`src/rtl/sram_fifo_ctrl.sv`:
```
// rtl/sram_fifo_ctrl.sv - FIFO controller sequencing a dual-port SRAM with registered read
// Optional sticky overflow/underflow flags: define SRAM_FIFO_ERR_FLAGS_EN.
module sram_fifo_ctrl #(
    parameter int DW = 8,
    parameter int AW = 4
) (
    input  logic          clk,
    input  logic          rst,
    input  logic          push,
    input  logic [DW-1:0] push_data,
    output logic          full,
    input  logic          pop,
    output logic [DW-1:0] pop_data,
    output logic          pop_valid,
    output logic          empty,
    output logic [AW:0]   count,
    output logic [DW-1:0] sram_din,
    output logic          sram_wen,
    output logic [AW-1:0] sram_addrw,
    output logic          sram_ren,
    output logic [AW-1:0] sram_addrr,
    input  logic [DW-1:0] sram_dout,
    output logic          ovf,
    output logic          udf
);

    logic [AW:0] wptr;
    logic [AW:0] rptr;
    logic        push_acc;
    logic        pop_acc;

    // count never exceeds 2**AW, so its top bit alone marks the full state
    assign full  = count[AW];
    assign empty = (count == '0);

    assign push_acc = push & ~full;
    assign pop_acc  = pop & ~empty;

    assign sram_wen   = push_acc;
    assign sram_addrw = wptr[AW-1:0];
    assign sram_din   = push_data;
    assign sram_ren   = pop_acc;
    assign sram_addrr = rptr[AW-1:0];
    assign pop_data   = sram_dout;

    always_ff @(posedge clk) begin
        if (rst) begin
            wptr      <= '0;
            rptr      <= '0;
            count     <= '0;
            pop_valid <= 1'b0;
        end else begin
            pop_valid <= pop_acc;
            if (push_acc) wptr <= wptr + 1'b1;
            if (pop_acc) rptr <= rptr + 1'b1;
            count <= count + {{AW{1'b0}}, push_acc} - {{AW{1'b0}}, pop_acc};
        end
    end

`ifdef SRAM_FIFO_ERR_FLAGS_EN
    logic ovf_q;
    logic udf_q;

    always_ff @(posedge clk) begin
        if (rst) begin
            ovf_q <= 1'b0;
            udf_q <= 1'b0;
        end else begin
            if (push & full) ovf_q <= 1'b1;
            if (pop & empty) udf_q <= 1'b1;
        end
    end

    assign ovf = ovf_q;
    assign udf = udf_q;
`else
    assign ovf = 1'b0;
    assign udf = 1'b0;
`endif

endmodule
```
`config.mk`:
```
export PLATFORM = sky130hd
export DESIGN_NAME = sram_fifo_ctrl
export DESIGN_NICKNAME = d
export VERILOG_FILES = /design/src/rtl/sram_fifo_ctrl.sv
export SDC_FILE = /design/constraint.sdc
export NUM_CORES = 1
export LEC_CHECK = 0
export ABC_CLOCK_PERIOD_IN_PS = 2850
export CORE_MARGIN = 2
export CORE_UTILIZATION = 36
export DETAILED_ROUTE_END_ITERATION = 8
export GPL_TIMING_DRIVEN = 1
export PLACE_DENSITY = 0.77
export SKIP_LAST_GASP = 1
export SLEW_MARGIN = 20
export SYNTH_ARGS = -nofsm -noshare
export SYNTH_HDL_FRONTEND = slang
export SYNTH_SLANG_ARGS = --single-unit
```
`constraint.sdc`:
```
create_clock -name clk -period 2.85 [get_ports clk]
set_input_delay 0.57 -clock clk [delete_from_list [all_inputs] [get_ports clk]]
set_output_delay 0.57 -clock clk [all_outputs]
set_load 0.02 [all_outputs]
```
==> results of run 1 <==
-- sequential cells by signal, summed over array words and instances, names as in the netlist --
signal	flops
count	5
rptr	4
wptr	4
pop_valid	1
-- kinds of logic (layout without fill, tap and decap cells) --
group | count (synthesis) | after routing | synth area share, %
DFF | 14 | 14 | 31.5
buffers and inverters | 30 | 37 | 20.8
and+or+nand+nor | 25 | 25 | 16.9
other | 1 | 2 | 0.422
adders and majority gates | 9 | 9 | 13.5
xor gates and xnor gates | 4 | 4 | 3.94
AOI/OAI and AO/OA | 13 | 13 | 9.00
muxes | 3 | 3 | 3.94
-- layer usage --
| metal | vias to the layer above | global-route usage [%] |
|---|---|---|
| met5 | - | 0 |
| met4 | 0 | 8.55 |
| met3 | 7 | 2.78 |
| met2 | 28 | 20.1 |
| met1 | 277 | 13.9 |
| li1 | 320 | - |
-- worst min-delay path by stage --
stage,slack [ns],end
after global routing,0.53,rptr[3]
after floorplan,0.56,rptr[1]
after CTS,0.50,rptr[3]
final,0.50,rptr[3]
after detailed placement,0.49,rptr[3]
after global placement,0.47,rptr[3]
-- power breakdown --
part	switching (W)	internal [W]	leakage, nW	total, W
Clock	0.0000699	0.0000779	0.0210	0.000148
Combinational	0.000275	0.000289	0.300	0.000564
Sequential	0.0000565	0.000245	0.115	0.000301
Total	0.000401	0.000612	0.436	0.00101
-- cell usage after synthesis --
library cell and instances:
a21bo_2 1, a21o_1 1, a21oi_1 6, a31o_2 1, and2_1 1, and3_1 1, buf_2 1, buf_4 19
clkbuf_1 1, conb_1 1, dfxtp_1 14, fa_1 1, ha_1 8, inv_1 9, mux2_4 1, mux2i_1 2
nand2_1 3, nand2b_1 1, nand3_1 2, nand3b_1 1, nand4_1 1, nor2_1 7, nor2b_1 4, nor2b_2 1
nor4b_4 1, o2111ai_1 1, o21ai_0 3, or3_1 2, xnor2_1 3, xor2_1 1
-- per-stage QoR --
| stage | instances | hold slack, ns | cell area (sq um) | worst slack [ns] |
|---|---|---|---|---|
| after floorplan | 100 | 0.556 | 893 | 0.137 |
| after global placement | 133 | 0.466 | 1010 | 0.118 |
| after detailed placement | 133 | 0.487 | 1010 | 0.0623 |
| after CTS | 137 | 0.500 | 1050 | 0.273 |
| after global routing | 137 | 0.526 | 1050 | 0.153 |
| final | 137 | 0.495 | 1050 | 0.294 |
-- area by class of cell --
class / count / area, sq um
Tap cell: 30 / 37.5
Timing Repair Buffer: 24 / 233
Clock buffer: 4 / 36.3
Sequential cell: 14 / 280
Inverter: 9 / 33.8
Multi-Input combinational cell: 56 / 428
Fill cell: 224 / 1360
-- cell usage in the layout, fill, tap and decap left out --
cell             synthesis  routed
a21bo_2                  1       1
a21o_1                   1       1
a21oi_1                  6       6
a31o_2                   1       1
and2_1                   1       1
and3_1                   1       1
buf_4                   19       3
clkbuf_4                 0       3
clkbuf_8                 0       1
clkdlybuf4s50_1          0      21
conb_1                   1       2
dfxtp_1                 14      14
fa_1                     1       1
ha_1                     8       8
inv_1                    9       9
mux2_4                   1       1
mux2i_1                  2       2
nand2_1                  3       3
nand2b_1                 1       1
nand3_1                  2       2
nand3b_1                 1       1
nand4_1                  1       1
nor2_1                   7       7
nor2b_1                  4       4
nor2b_2                  1       1
nor4b_4                  1       1
o2111ai_1                1       1
o21ai_0                  3       3
or3_1                    2       2
xnor2_1                  3       3
xor2_1                   1       1
-- worst min-delay path: stages (launching register included) --
cell	delay, ns
dfxtp_1	0.33
o21ai_0	0.07
a21oi_1	0.06
==> flow_summary.ini, run 1 <==
[status]
status = finished, final reports clean

[timing]
min_period_ns = 2.56
final_max_slew_viol_count = 0
fmax_mhz = 391
timing.final.crit_share_pct = 89.7
hold_viol = 0
final.setup.tns_ns = 0
setup_viol = 0
rsz0062_at_grt = false
finClkSkew_ns = 0.00823

[floorplanning]
die_area_sq_um = 2880
io_pins = 56
rows = 18
core_area_sq_um = 2410
chipWidth_um = 53.7
die_h_um = 53.7
start_util_pct = 36.9

[worst_setup_path]
regToRegEndpoint = count[4]
crit_top_cell = clkdlybuf4s50_1
crit_slowest_cell = clkdlybuf4s50_1
critical_path_buf_inv_count = 3
arrival_ns = 1.99
worst-setup-path-type = input port to primary output
max_stage_delay_ns = 0.59
crit_chain = clkdlybuf4s50_1 > nor2b_2 > buf_4 > clkdlybuf4s50_1
critical_path_depth = 4
critical_path.endpoint = sram_ren
critPathCaptureType = primary output
setup.reg_to_reg.worst_slack_ns = 0.33
critPathRequiredTime_ns = 2.28
start_kind = input port
rr_worst_depth = 11
r2r-start = count[3]
cp_top_family = buffers and inverters
cp_max_fo = 4
startpoint = pop

[detailed_routing]
top_layer = met4
dr_wl_met2_um = 684
drc_errors = 0
wl_per_cell_um = 11.2
vias_per_cell = 4.61
wl_met1_um = 677
first_iter_violations = 6
routed_wl_mm = 1.53
num_vias = 632
dr.pass1.iters = 4
ant_nets = 0
met3_length_um = 128

[layout]
post-route-util_pct = 43.5
synthToLayoutAreaGrowth_pct = 17.9
fin_nets = 137
drive_gt1_share_pct = 11.2
antenna_cells = 0

[cts]
clock_tree.buffer_depth = 2
postCtsSetupRepairBufs = 0
cts.sinks = 14
path_clk_slew_ns = 0.09
cts_tree = yes
cts-resized-gates = 0
worstSkewPairLatency_ns = 0.29
root_buffer = clkbuf_4
holdBufCountCts = 0
cts_max_level = 1
cts_buffers = 3

[synth]
ys_seq_elements = 14
yosys.area.top_type = dfxtp_1
synth_warnings = 0
synth.distinct_cells = 30
netlist.area_leader.share_pct = 31.5
synth_cells = 99
synth_area_leaders = dfxtp_1 (32%), buf_4 (16%), ha_1 (11%)
syn_area_per_cell_sq_um = 8.99
syn_area_sq_um = 890
synth-seq-area-share_pct = 31.5

[global_routing]
grt_pass1_wl_mm = 2.51
antenna_found_initial = 0
grt.overflow.total = 0
grt_start_max_net_pins = 9
grt_pass1_vias = 585
grt_usage_pct = 12.2

[min_path]
worstHoldPathCells = 2
worstHoldPathType = flip-flop to flip-flop
hp-start = rptr[3]

[pwr]
p_leak_nw = 0.436
powerDensity_nw_per_um2 = 966
ir_worst_vdd_mv = 0.357
power.total_w = 0.00101

[placement]
port_buffers = 21
place.gp.congestion = 0.756
hpwl_mm = 1.23

[flow_run]
max-cap-violations = 0
(Power assumes the default switching activity.)
==> run 2, diff against run 1 <==
--- a/config.mk
+++ b/config.mk
@@ -5,12 +5,13 @@
 export SDC_FILE = /design/constraint.sdc
 export NUM_CORES = 1
 export LEC_CHECK = 0
+export ABC_AREA = 1
 export ABC_CLOCK_PERIOD_IN_PS = 2850
 export CORE_MARGIN = 2
 export CORE_UTILIZATION = 36
 export DETAILED_ROUTE_END_ITERATION = 8
 export GPL_TIMING_DRIVEN = 1
-export PLACE_DENSITY = 0.77
+export PLACE_DENSITY = 0.76
 export SKIP_LAST_GASP = 1
 export SLEW_MARGIN = 20
 export SYNTH_ARGS = -nofsm -noshare
==> flow_summary.ini, run 2 <==
[status]
status = finished, final reports clean

[worst_setup_path]
critPathRequiredTime_ns = 2.28
worst-setup-path-type = input port to primary output
setup.reg_to_reg.worst_slack_ns = 0.57
regToRegEndpoint = count[4]
arrival_ns = 1.94
cp_max_fo = 5
r2r-start = count[2]
rr_worst_depth = 15
start_kind = input port
critPathCaptureType = primary output

[cts]
root_buffer = clkbuf_4
cts.sinks = 14
cts_buffers = 3
clock_tree.buffer_depth = 2
holdBufCountCts = 0
cts_tree = yes
cts-resized-gates = 0
postCtsSetupRepairBufs = 0
path_clk_slew_ns = 0.08
worstSkewPairLatency_ns = 0.28
cts_max_level = 1

[detailed_routing]
routed_wl_mm = 1.65
num_vias = 723
ant_nets = 0
wl_per_cell_um = 10.7
vias_per_cell = 4.69
drc_errors = 0
dr.pass1.iters = 4
first_iter_violations = 8

[timing]
rsz0062_at_grt = false
final.setup.tns_ns = 0
hold_viol = 0
timing.final.crit_share_pct = 87.9
finClkSkew_ns = 0.00118
min_period_ns = 2.51
setup_viol = 0
final_max_slew_viol_count = 0
setup_ws_ns = 0.344
fin_hold_ws_ns = 0.504
fmax_mhz = 399

[flow_run]
max-cap-violations = 0

[placement]
port_buffers = 21
hpwl_mm = 1.30
place_ws_ns = 0.250
place.gp.congestion = 0.823
dpl-instance-area_sq_um = 1010

[floorplanning]
rows = 18
die_h_um = 54.3
start_util_pct = 37.4
io_pins = 56
die_area_sq_um = 2950
chipWidth_um = 54.3
core_area_sq_um = 2430

[synth]
synth.distinct_cells = 21
netlist.area_leader.share_pct = 30.8
syn_area_sq_um = 911
syn_area_per_cell_sq_um = 7.65
synth_area_leaders = dfxtp_1 (31%), buf_4 (16%), ha_1 (11%)
synth_warnings = 0
ys.flop_type = dfxtp_1
synth_edf_count = 0
synth_commonest_cells = buf_4 (19), inv_1 (18), nor2_1 (18), dfxtp_1 (14), nand2_1 (11)
yosys.area.top_type = dfxtp_1
ys_seq_elements = 14
synth.most_common_cell = buf_4
synth-seq-area-share_pct = 30.8
synthArstFlopShare_pct = 0
synth_cells = 119

[layout]
synthToLayoutAreaGrowth_pct = 13.9
fin_area_sq_um = 1040
post-route-util_pct = 42.6
mostFrequentLayoutCells = clkdlybuf4s50_1 (21), inv_1 (18), nor2_1 (18)
largest_reg_flops = 5
fin_nets = 155
final_common_cell = clkdlybuf4s50_1
antenna_cells = 0
largest-register = count
drive_gt1_share_pct = 8.87
top_regs = count (5), rptr (4), wptr (4)

[pwr]
p_leak_nw = 0.465
cell_internal_pwr_w = 0.000556
p_switching_w = 0.000446
clkPwrFrac_pct = 11.5
p_seq_share_pct = 29.8
p_comb_share_pct = 58.7
powerDensity_nw_per_um2 = 966
switching_share_pct = 44.5
ir_worst_vdd_mv = 0.374

[global_routing]
grt_start_max_net_pins = 9
antenna_found_initial = 0
grt.overflow.total = 0
grt_pass1_vias = 648
grt_usage_pct = 12.5
grt_pass1_wl_mm = 2.64

[min_path]
worstHoldPathType = flip-flop to flip-flop
hold_end = rptr[2]
hp-start = rptr[2]
worstHoldPathCells = 2
==> run 2: power by group through the flow <==
stage	clock network [W]	logic [W]	registers, W
final	0.000115	0.000588	0.000299
after global routing	0.000126	0.000650	0.000309
after CTS	0.000115	0.000595	0.000300
after detailed placement	0	0.000589	0.000305
after global placement	0	0.000579	0.000302
after floorplan	0	0.000370	0.000356
==> run 2: final cells by class <==
| type | count | area, sq um |
|---|---|---|
| fillers | 256 | 1400 |
| multi-input cells | 66 | 412 |
| flip-flops and latches | 14 | 280 |
| repair buffers | 21 | 210 |
| inverters | 20 | 75.1 |
| well taps | 30 | 37.5 |
| clock buffers | 3 | 22.5 |
==> run 2: worst max-delay path: stages <==
cell,delay (ns)
clkdlybuf4s50_1,0.58
nand2_4,0.09
inv_2,0.08
clkdlybuf4s50_1,0.61
==> run 2: cell families (layout without fill, tap and decap cells) <==
group | count (synthesis) | after routing | share of synthesized area (%)
other | 1 | 2 | 0.412
flip-flops | 14 | 14 | 30.8
AO/OA/AOI/OAI | 9 | 9 | 5.36
buffers and inverters | 40 | 44 | 24.5
adder cells (fa/ha/maj) | 9 | 9 | 13.2
XOR/XNOR | 4 | 4 | 3.85
AND/OR/NAND/NOR | 42 | 42 | 22.0
==> run 2: per-stage QoR <==
| stage | cells | total power [W] |
|---|---|---|
| 2_1_floorplan | 120 | 0.000726 |
| 3_3_place_gp | 151 | 0.000881 |
| 3_5_place_dp | 151 | 0.000894 |
| 4_1_cts | 154 | 0.00101 |
| 5_1_grt | 154 | 0.00109 |
| 6_report | 154 | 0.00100 |
==> run 2: worst max path at each step <==
stage / from / to / slack, ns / depth (start not counted)
global route: count[3] / sram_ren / 0.26 / 8
floorplan: count[3] / count[4] / 0.60 / 15
finish: pop / sram_ren / 0.34 / 4
detailed placement: pop / count[4] / 0.25 / 11
CTS: pop / sram_ren / 0.34 / 4
global placement: pop / count[4] / 0.32 / 11
==> run 2: routing by layer <==
metal / up-vias / share of wire, % / track usage [%]
met5: - / 0 / 0
met4: 0 / 3.5 / 8.75
met3: 14 / 8.0 / 4.10
met2: 24 / 46 / 21.1
met1: 333 / 42 / 13.1
li1: 352 / - / -
==> run 3, diff against run 2 <==
--- a/config.mk
+++ b/config.mk
@@ -6,12 +6,12 @@
 export NUM_CORES = 1
 export LEC_CHECK = 0
 export ABC_AREA = 1
-export ABC_CLOCK_PERIOD_IN_PS = 2850
+export ABC_CLOCK_PERIOD_IN_PS = 3100
 export CORE_MARGIN = 2
-export CORE_UTILIZATION = 36
+export CORE_UTILIZATION = 39
 export DETAILED_ROUTE_END_ITERATION = 8
 export GPL_TIMING_DRIVEN = 1
-export PLACE_DENSITY = 0.76
+export PLACE_DENSITY = 0.82
 export SKIP_LAST_GASP = 1
 export SLEW_MARGIN = 20
 export SYNTH_ARGS = -nofsm -noshare
==> constraint.sdc (replaced) <==
create_clock -name clk -period 3.1 [get_ports clk]
set_input_delay 0.62 -clock clk [delete_from_list [all_inputs] [get_ports clk]]
set_output_delay 0.62 -clock clk [all_outputs]
set_load 0.02 [all_outputs]
==> flow_summary.ini, run 3 (synthesis results as in run 2) <==
[cts]
postCtsSetupRepairBufs = 0
cts-resized-gates = 0
clock_tree.buffer_depth = 2
root_buffer = clkbuf_4
cts_buffers = 3
cts_max_level = 1
holdBufCountCts = 0
cts_tree = yes
path_clk_slew_ns = 0.07
cts.sinks = 14
worstSkewPairLatency_ns = 0.27

[detailed_routing]
first_iter_violations = 11
dr.pass1.iters = 4
vias_per_cell = 4.49
drc_errors = 0
num_vias = 682
ant_nets = 0
wl_per_cell_um = 10.0
routed_wl_mm = 1.52

[floorplanning]
die_area_sq_um = 2740
core_area_sq_um = 2210
start_util_pct = 41.2
die_h_um = 52.3
io_pins = 56
rows = 17
chipWidth_um = 52.3

[layout]
synthToLayoutAreaGrowth_pct = 13.6
post-route-util_pct = 46.8
drive_gt1_share_pct = 8.87
mostFrequentLayoutCells = clkdlybuf4s50_1 (21), inv_1 (18), nor2_1 (18)
antenna_cells = 0
final_cells = 152
largest-register = count
final_common_cell = clkdlybuf4s50_1
top_regs = count (5), rptr (4), wptr (4)
fin_nets = 155
largest_reg_flops = 5

[worst_setup_path]
arrival_ns = 1.98
critPathRequiredTime_ns = 2.48
cp_max_fo = 5
critPathCaptureType = primary output
start_kind = input port
worst-setup-path-type = input port to primary output

[flow_run]
max-cap-violations = 0

[global_routing]
grt_util_met1_pct = 15.0
met2_usage_pct = 19.6
antenna_found_initial = 0
use_met3_pct = 3.14
grt.overflow.total = 0
gr-max-usage-layer = met2
grt_usage_pct = 12.1
grt_pass1_vias = 637
grt_pass1_wl_mm = 2.57
grt_start_max_net_pins = 9

[timing]
rsz0062_at_grt = false
finClkSkew_ns = 0.00530
setup_viol = 0
hold_viol = 0
setup_ws_ns = 0.503
fmax_mhz = 385
final_max_slew_viol_count = 0
final.setup.tns_ns = 0
min_period_ns = 2.60
fin_hold_ws_ns = 0.501
timing.final.crit_share_pct = 83.8

[min_path]
worstHoldPathType = flip-flop to flip-flop

[placement]
place_ws_ns = 0.446
hpwl_mm = 1.22
dp_cells = 149
place.gp.congestion = 0.812
port_buffers = 21

[pwr]
p_leak_nw = 0.465
ir_worst_vdd_mv = 0.486
powerDensity_nw_per_um2 = 882

[status]
status = finished, final reports clean
## run 3: cell counts in the layout (fill, tap and decap cells not counted)
No cell type changed its count.
## run 3: worst max-delay path, cell delays in order
cell and delay [ns]:
clkdlybuf4s50_1 0.57, nand2_4 0.09, inv_2 0.08, clkdlybuf4s50_1 0.61
## run 3: final timing paths
path | from | endpoint | slack, ns | cells after the start
worst min-delay path | rptr[2] | rptr[2] | 0.50 | 2
worst min register to register | rptr[2] | rptr[2] | 0.50 | 2
worst max-delay path | pop | sram_ren | 0.50 | 4
worst max register to register | count[3] | count[4] | 0.81 | 15
## run 3: report_power, final
part / total [W] / switching [W] / internal [W]
clock: 0.0000984 / 0.0000535 / 0.0000449
sequential: 0.000273 / 0.0000456 / 0.000228
combinational: 0.000541 / 0.000302 / 0.000239
total: 0.000912 / 0.000401 / 0.000512
## run 3: area by class of cell
type                       count  area, sq um
fill                         240         1180
multi-input combinational     66          412
sequential                    14          280
timing repair buffer          21          210
inverter                      20         75.1
tap                           28         35.0
clock buffer                   3         22.5
## run 3: metrics by stage
step / cell area [sq um] / power, W
5_1_grt: 1030 / 0.000997
4_1_cts: 1030 / 0.000923
3_5_place_dp: 1010 / 0.000820
6_report: 1030 / 0.000912
3_3_place_gp: 1010 / 0.000807
2_1_floorplan: 915 / 0.000668
## run 3: per-layer routing
metal | share of wire, % | wire length (um)
met1 | 45 | 684
met2 | 47 | 721
met3 | 7.5 | 114
met5 | 0 | 0
met4 | 0.13 | 2
==> edit 1 (flow settings as in run 2) <==
The parameter `DW` goes from 8 to 6.
--- a/src/rtl/sram_fifo_ctrl.sv
+++ b/src/rtl/sram_fifo_ctrl.sv
@@ -3,3 +3,3 @@
 module sram_fifo_ctrl #(
-    parameter int DW = 8,
+    parameter int DW = 6,
     parameter int AW = 4
Ports: changed (resized pop_data, push_data, sram_din and sram_dout); port bits go from 56 to 48. No check against the original RTL was run, so the function may have changed too.
==> edit 1 against run 2 <==
  * Synthesized area down 3.3%
  * Power up 3.0%
  * Worst setup slack better by 0.0077 ns
  * Sequential cell count unchanged
  * Global-route usage up 0.32 points
  * Final area up 1.1%
  * Sequential share of layout area down 0.29 points
  * Final cell count down 0.65%
  * Via count down 5.7%
  * Count of clock-buffer cells in the layout up 1
  * Routed wire length down 2.1%
  * Critical path type unchanged
  * Critical endpoint unchanged
==> edit 1: results (changes against run 2) <==
stage	metric	value	unit	change
place	dp_slack	0.261	ns	was 0.250 ns
layout	antenna_cells	0		unchanged
grt	grt_max_degree	9		unchanged
synthesis	yosys-top-cells-area	dfxtp_1 32%, buf_4 13%, ha_1 11%		was dfxtp_1 31%, buf_4 16%, ha_1 11%
power	p_leak	0.472	nW	was 0.465 nW
synthesis	synth_common_cells	18 x inv_1, 18 x nor2_1, 15 x buf_4		was 19 x buf_4, 18 x inv_1, 18 x nor2_1
clock_tree	clk_pin_slew_worst_paths	0.08	ns	about the same
place	portBuffers	21		unchanged
timing	skew	0.00726	ns	was 0.00118 ns
synthesis	synth_compound_area_share	5.54	%	was 5.36%
synthesis	synthArstFlopShare	0	%	unchanged
worst_hold_path	holdCritPathClass	flip-flop to flip-flop		unchanged
layout	nets	151		was 155
grt	grt_pass1_wl	2690	um	was 2640 um
clock_tree	cts_resized	0		unchanged
outcome	status	finished clean		unchanged
clock_tree	numCtsBuffers	3		unchanged
route	drt-initial-drc-count	2		was 8
grt	grt.total_usage	12.8	%	was 12.5%
clock_tree	post_cts_buffers	0		unchanged
clock_tree	ctsRootBufferMaster	clkbuf_4		unchanged
route	viasPerCell	4.46		was 4.69
place	dpl.hpwl	1280	um	was 1300 um
synthesis	synth-xor-area-share	3.98	%	was 3.85%
clock_tree	clock_path_buffers	2		unchanged
route	dr.pass1.iters	4		unchanged
synthesis	ys.flop_type	dfxtp_1		unchanged
grt	grt_pass1_vias	673		was 648
route	wl	1610	um	was 1650 um
synthesis	yosys.area_share.adder	13.6	%	was 13.2%
setup_path	critical_path_arrival	1.93	ns	
clock_tree	ctsHtreeMaxLevel	1		unchanged
synthesis	ys_warn_count	0		unchanged
synthesis	yosysSeqAreaShare	31.8	%	was 30.8%
grt	antenna_found_initial	0		unchanged
synthesis	synth_cell_type_count	21		unchanged
setup_path	cp_max_fo	5		unchanged
layout	reg.largest.list	count (5), rptr (4), wptr (4)		unchanged
synthesis	synth.area.mux_share	0	%	unchanged
layout	final_layout_size_suffix_gt1_share	9.60	%	was 8.87%
clock_tree	clock_latency	0.28	ns	about the same
power	ir_worst_vdd	0.000442	V	was 0.000374 V
place	place.gp.congestion	0.817		was 0.823
[edit 1: critical path: stages]
cell and delay [ns]:
clkdlybuf4s50_1 0.57, nand2_4 0.09, inv_2 0.08, clkdlybuf4s50_1 0.62
[edit 1: kinds of logic (layout without fill, tap and decap cells)]
kind of cell / count (synthesis) / after routing
simple gates: 42 / 42
buf+inv: 36 / 45
flops: 14 / 14
fa+ha+maj: 9 / 9
compound gates: 9 / 9
xor+xnor: 4 / 4
other cells: 1 / 2
[edit 1: power by group]
part           internal [mW]  switching, mW  total (mW)
combinational          0.259          0.333       0.592
clock                 0.0776         0.0641       0.142
sequential             0.248         0.0508       0.299
total                  0.585          0.448        1.03
[edit 1: final timing paths]
path	depth (start not counted)	endpoint	slack, ns	start
worst max-delay path	4	sram_ren	0.35	pop
worst max register to register	15	count[4]$_SDFF_PP0_	0.56	count[2]$_SDFF_PP0_
worst min register to register	2	wptr[2]$_SDFFE_PP0P_	0.51	wptr[2]$_SDFFE_PP0P_
worst min-delay path	2	wptr[2]$_SDFFE_PP0P_	0.51	wptr[2]$_SDFFE_PP0P_
[edit 1: layout make-up]
cell class	instances	area (sq um)
multi-input combinational	66	412
tap	28	35.0
clock buffer	4	36.3
sequential	14	280
fill	253	1210
timing repair buffer	21	210
inverter	20	75.1
[edit 1: per-stage QoR]
stage | utilization [%] | hold WS, ns | total power, mW | area (sq um) | instances
after CTS | 46.5 | 0.509 | 1.04 | 1050 | 153
after global routing | 46.5 | 0.549 | 1.12 | 1050 | 153
after detailed placement | 44.9 | 0.498 | 0.894 | 1010 | 149
after floorplan | - | 0.559 | 0.718 | 885 | 116
final | 46.5 | 0.510 | 1.03 | 1050 | 153
after global placement | 44.9 | 0.476 | 0.883 | 1010 | 149
[edit 1: layer usage]
metal  up-vias  wire (um)  track usage [%]
met1       295        713             14.6
met5         -          0                0
met4         0          4             5.56
li1        356          -                -
met2        29        773             22.2
met3         2        120             3.39
==> edit 2 (flow settings as in run 2) <==
Without the edit above. Put one more register stage on the output `count`, with the module's reset. The value now appears one clock later. The other outputs are not delayed to match.
--- a/src/rtl/sram_fifo_ctrl.sv
+++ b/src/rtl/sram_fifo_ctrl.sv
@@ -26,2 +26,4 @@
 
+    logic [AW:0] count_s0;
+
     logic [AW:0] wptr;
@@ -32,4 +34,4 @@
     // count never exceeds 2**AW, so its top bit alone marks the full state
-    assign full  = count[AW];
-    assign empty = (count == '0);
+    assign full  = count_s0[AW];
+    assign empty = (count_s0 == '0);
 
@@ -49,3 +51,3 @@
             rptr      <= '0;
-            count     <= '0;
+            count_s0  <= '0;
             pop_valid <= 1'b0;
@@ -55,3 +57,3 @@
             if (pop_acc) rptr <= rptr + 1'b1;
-            count <= count + {{AW{1'b0}}, push_acc} - {{AW{1'b0}}, pop_acc};
+            count_s0 <= count_s0 + {{AW{1'b0}}, push_acc} - {{AW{1'b0}}, pop_acc};
         end
@@ -80,2 +82,10 @@
 
+    always_ff @(posedge clk) begin
+        if (rst) begin
+            count <= '0;
+        end else begin
+            count <= count_s0;
+        end
+    end
+
 endmodule
Behaviour: not the same (Yosys sat finds a counterexample within 4 cycles, from zero or initial values and one cycle with rst high).
==> edit 2 against run 2 <==
  * Sequential cell count is 5 higher
  * Global-route usage is 0.43 points lower
  * Non-clock buffer count is 1 higher
  * Synthesized area is 14% higher
  * Largest cell class unchanged
  * Worst setup slack worse by 0.014 ns
  * Power is 11% higher
  * Synthesized cell count is 8.4% higher
  * Clock power is 14% higher
  * Final area is 14% higher
  * Routed wire length is 12% higher
  * Critical endpoint unchanged
==> edit 2: results (changes against run 2) <==
stage	metric	value	unit	change
outcome	status	finished clean		unchanged
clock_tree	ctsHtreeMaxLevel	1		unchanged
place	dp.cells	164		was 151
place	dpl_cell_area	0.00116	sq mm	was 0.00101 sq mm
clock_tree	clk_pin_slew_worst_paths	0.10	ns	was 0.08 ns
setup_path	critical_path_arrival	1.95	ns	
route	dr.pass1.iters	4		unchanged
layout	final_layout_size_suffix_gt1_share	11.7	%	was 8.87%
synthesis	ys_warn_count	0		unchanged
clock_tree	post_cts_buffers	0		unchanged
synthesis	synth_cells	129		was 119
clock_tree	cts_resized	0		unchanged
setup_path	cp_top_family	buffers and inverters		unchanged
synthesis	synthArstFlopShare	0	%	unchanged
route	maxUsedRoutingLayer	met4		unchanged
power	ir_worst_vdd	0.000418	V	was 0.000374 V
grt	grt_pass1_vias	803		was 648
synthesis	yosysSeqAreaShare	36.7	%	was 30.8%
grt	antenna_found_initial	0		unchanged
grt	grt_use_met3	2.68	%	was 4.10%
power	p_leak	0.530	nW	was 0.465 nW
grt	use_met1	13.3	%	was 13.1%
route	dr_wl_met3	156	um	was 132 um
clock_tree	numCtsBuffers	3		unchanged
grt	grt.total_usage	12.1	%	was 12.5%
clock_tree	clock_latency	0.29	ns	
worst_hold_path	holdCritPathClass	flip-flop to flip-flop		unchanged
route	wl	1840	um	was 1650 um
layout	final_cells	168		was 154
route	wl_met2	900	um	was 759 um
setup_path	crit_slowest_cell	clkdlybuf4s50_1		unchanged
setup_path	max_stage_delay	0.61	ns	about the same
route	viasPerCell	4.61		was 4.69
layout	reg.largest.list	count (5), count_s0 (5)		was count (5), rptr (4), wptr (4)
clock_tree	ctsRootBufferMaster	clkbuf_4		unchanged
synthesis	synth_common_cells	22 x nor2_1, 19 x dfxtp_1, 18 x buf_4		was 19 x buf_4, 18 x inv_1, 18 x nor2_1
place	place.gp.congestion	0.842		was 0.823
place	dp_slack	0.228	ns	was 0.250 ns
timing	skew	0.00677	ns	was 0.00118 ns
place	dpl.hpwl	1490	um	was 1300 um
setup_path	cp_max_fo	5		unchanged
grt	grt_max_degree	14		was 9
synthesis	synth_cell_type_count	21		unchanged
layout	antenna_cells	0		unchanged
route	drt-initial-drc-count	28		was 8
synthesis	yosys-top-cells-area	dfxtp_1 37%, buf_4 13%, ha_1 9.7%		was dfxtp_1 31%, buf_4 16%, ha_1 11%
grt	met2_usage	20.3	%	was 21.1%
clock_tree	clock_path_buffers	2		unchanged
grt	grt_pass1_wl	3170	um	was 2640 um
route	wl_met1	705	um	was 694 um
place	portBuffers	21		unchanged
[edit 2: worst reg2reg max path, cell delays in order (launching register included)]
cell	delay [ns]
dfxtp_1	0.33
inv_1	0.09
ha_1	0.14
inv_1	0.04
nor2_2	0.12
nand2_4	0.09
nand2_4	0.09
inv_2	0.06
ha_1	0.27
inv_1	0.04
ha_1	0.21
fa_1	0.40
nand3_1	0.13
nand3_1	0.08
nand2_1	0.06
nor2_1	0.04
[edit 2: path summary, 6_finish.rpt]
| path | slack (ns) | endpoint | depth (start not counted) | startpoint |
|---|---|---|---|---|
| hold reg to reg | 0.46 | count[0]$_SDFF_PP0_ | 2 | count_s0[0]$_SDFF_PP0_ |
| setup / recovery | 0.33 | sram_ren | 4 | pop |
| hold / removal | 0.46 | count[0]$_SDFF_PP0_ | 2 | count_s0[0]$_SDFF_PP0_ |
| setup reg to reg | 0.58 | count_s0[4]$_SDFF_PP0_ | 15 | count_s0[3]$_SDFF_PP0_ |
[edit 2: final cells by class]
cell class	instances	area, sq um
fill	290	1570
multi-input combinational	71	442
sequential	19	380
timing repair buffer	22	218
inverter	21	78.8
tap	31	38.8
clock buffer	4	26.3
[edit 2: kinds of logic after synthesis]
group / count (synthesis) / share of synthesized area (%)
DFF: 19 / 36.7
other: 1 / 0.362
xor gates and xnor gates: 4 / 3.38
and+or+nand+nor: 47 / 21.8
AOI/OAI and AO/OA: 9 / 5.07
adders and majority gates: 9 / 11.6
buffers and inverters: 40 / 21.1
[edit 2: report_power, final]
part / leakage, nW / internal [mW] / switching (mW) / total (mW)
logic: 0.359 / 0.256 / 0.339 / 0.595
clock network: 0.0150 / 0.0543 / 0.0763 / 0.131
registers: 0.156 / 0.333 / 0.0501 / 0.383
total: 0.530 / 0.644 / 0.465 / 1.11
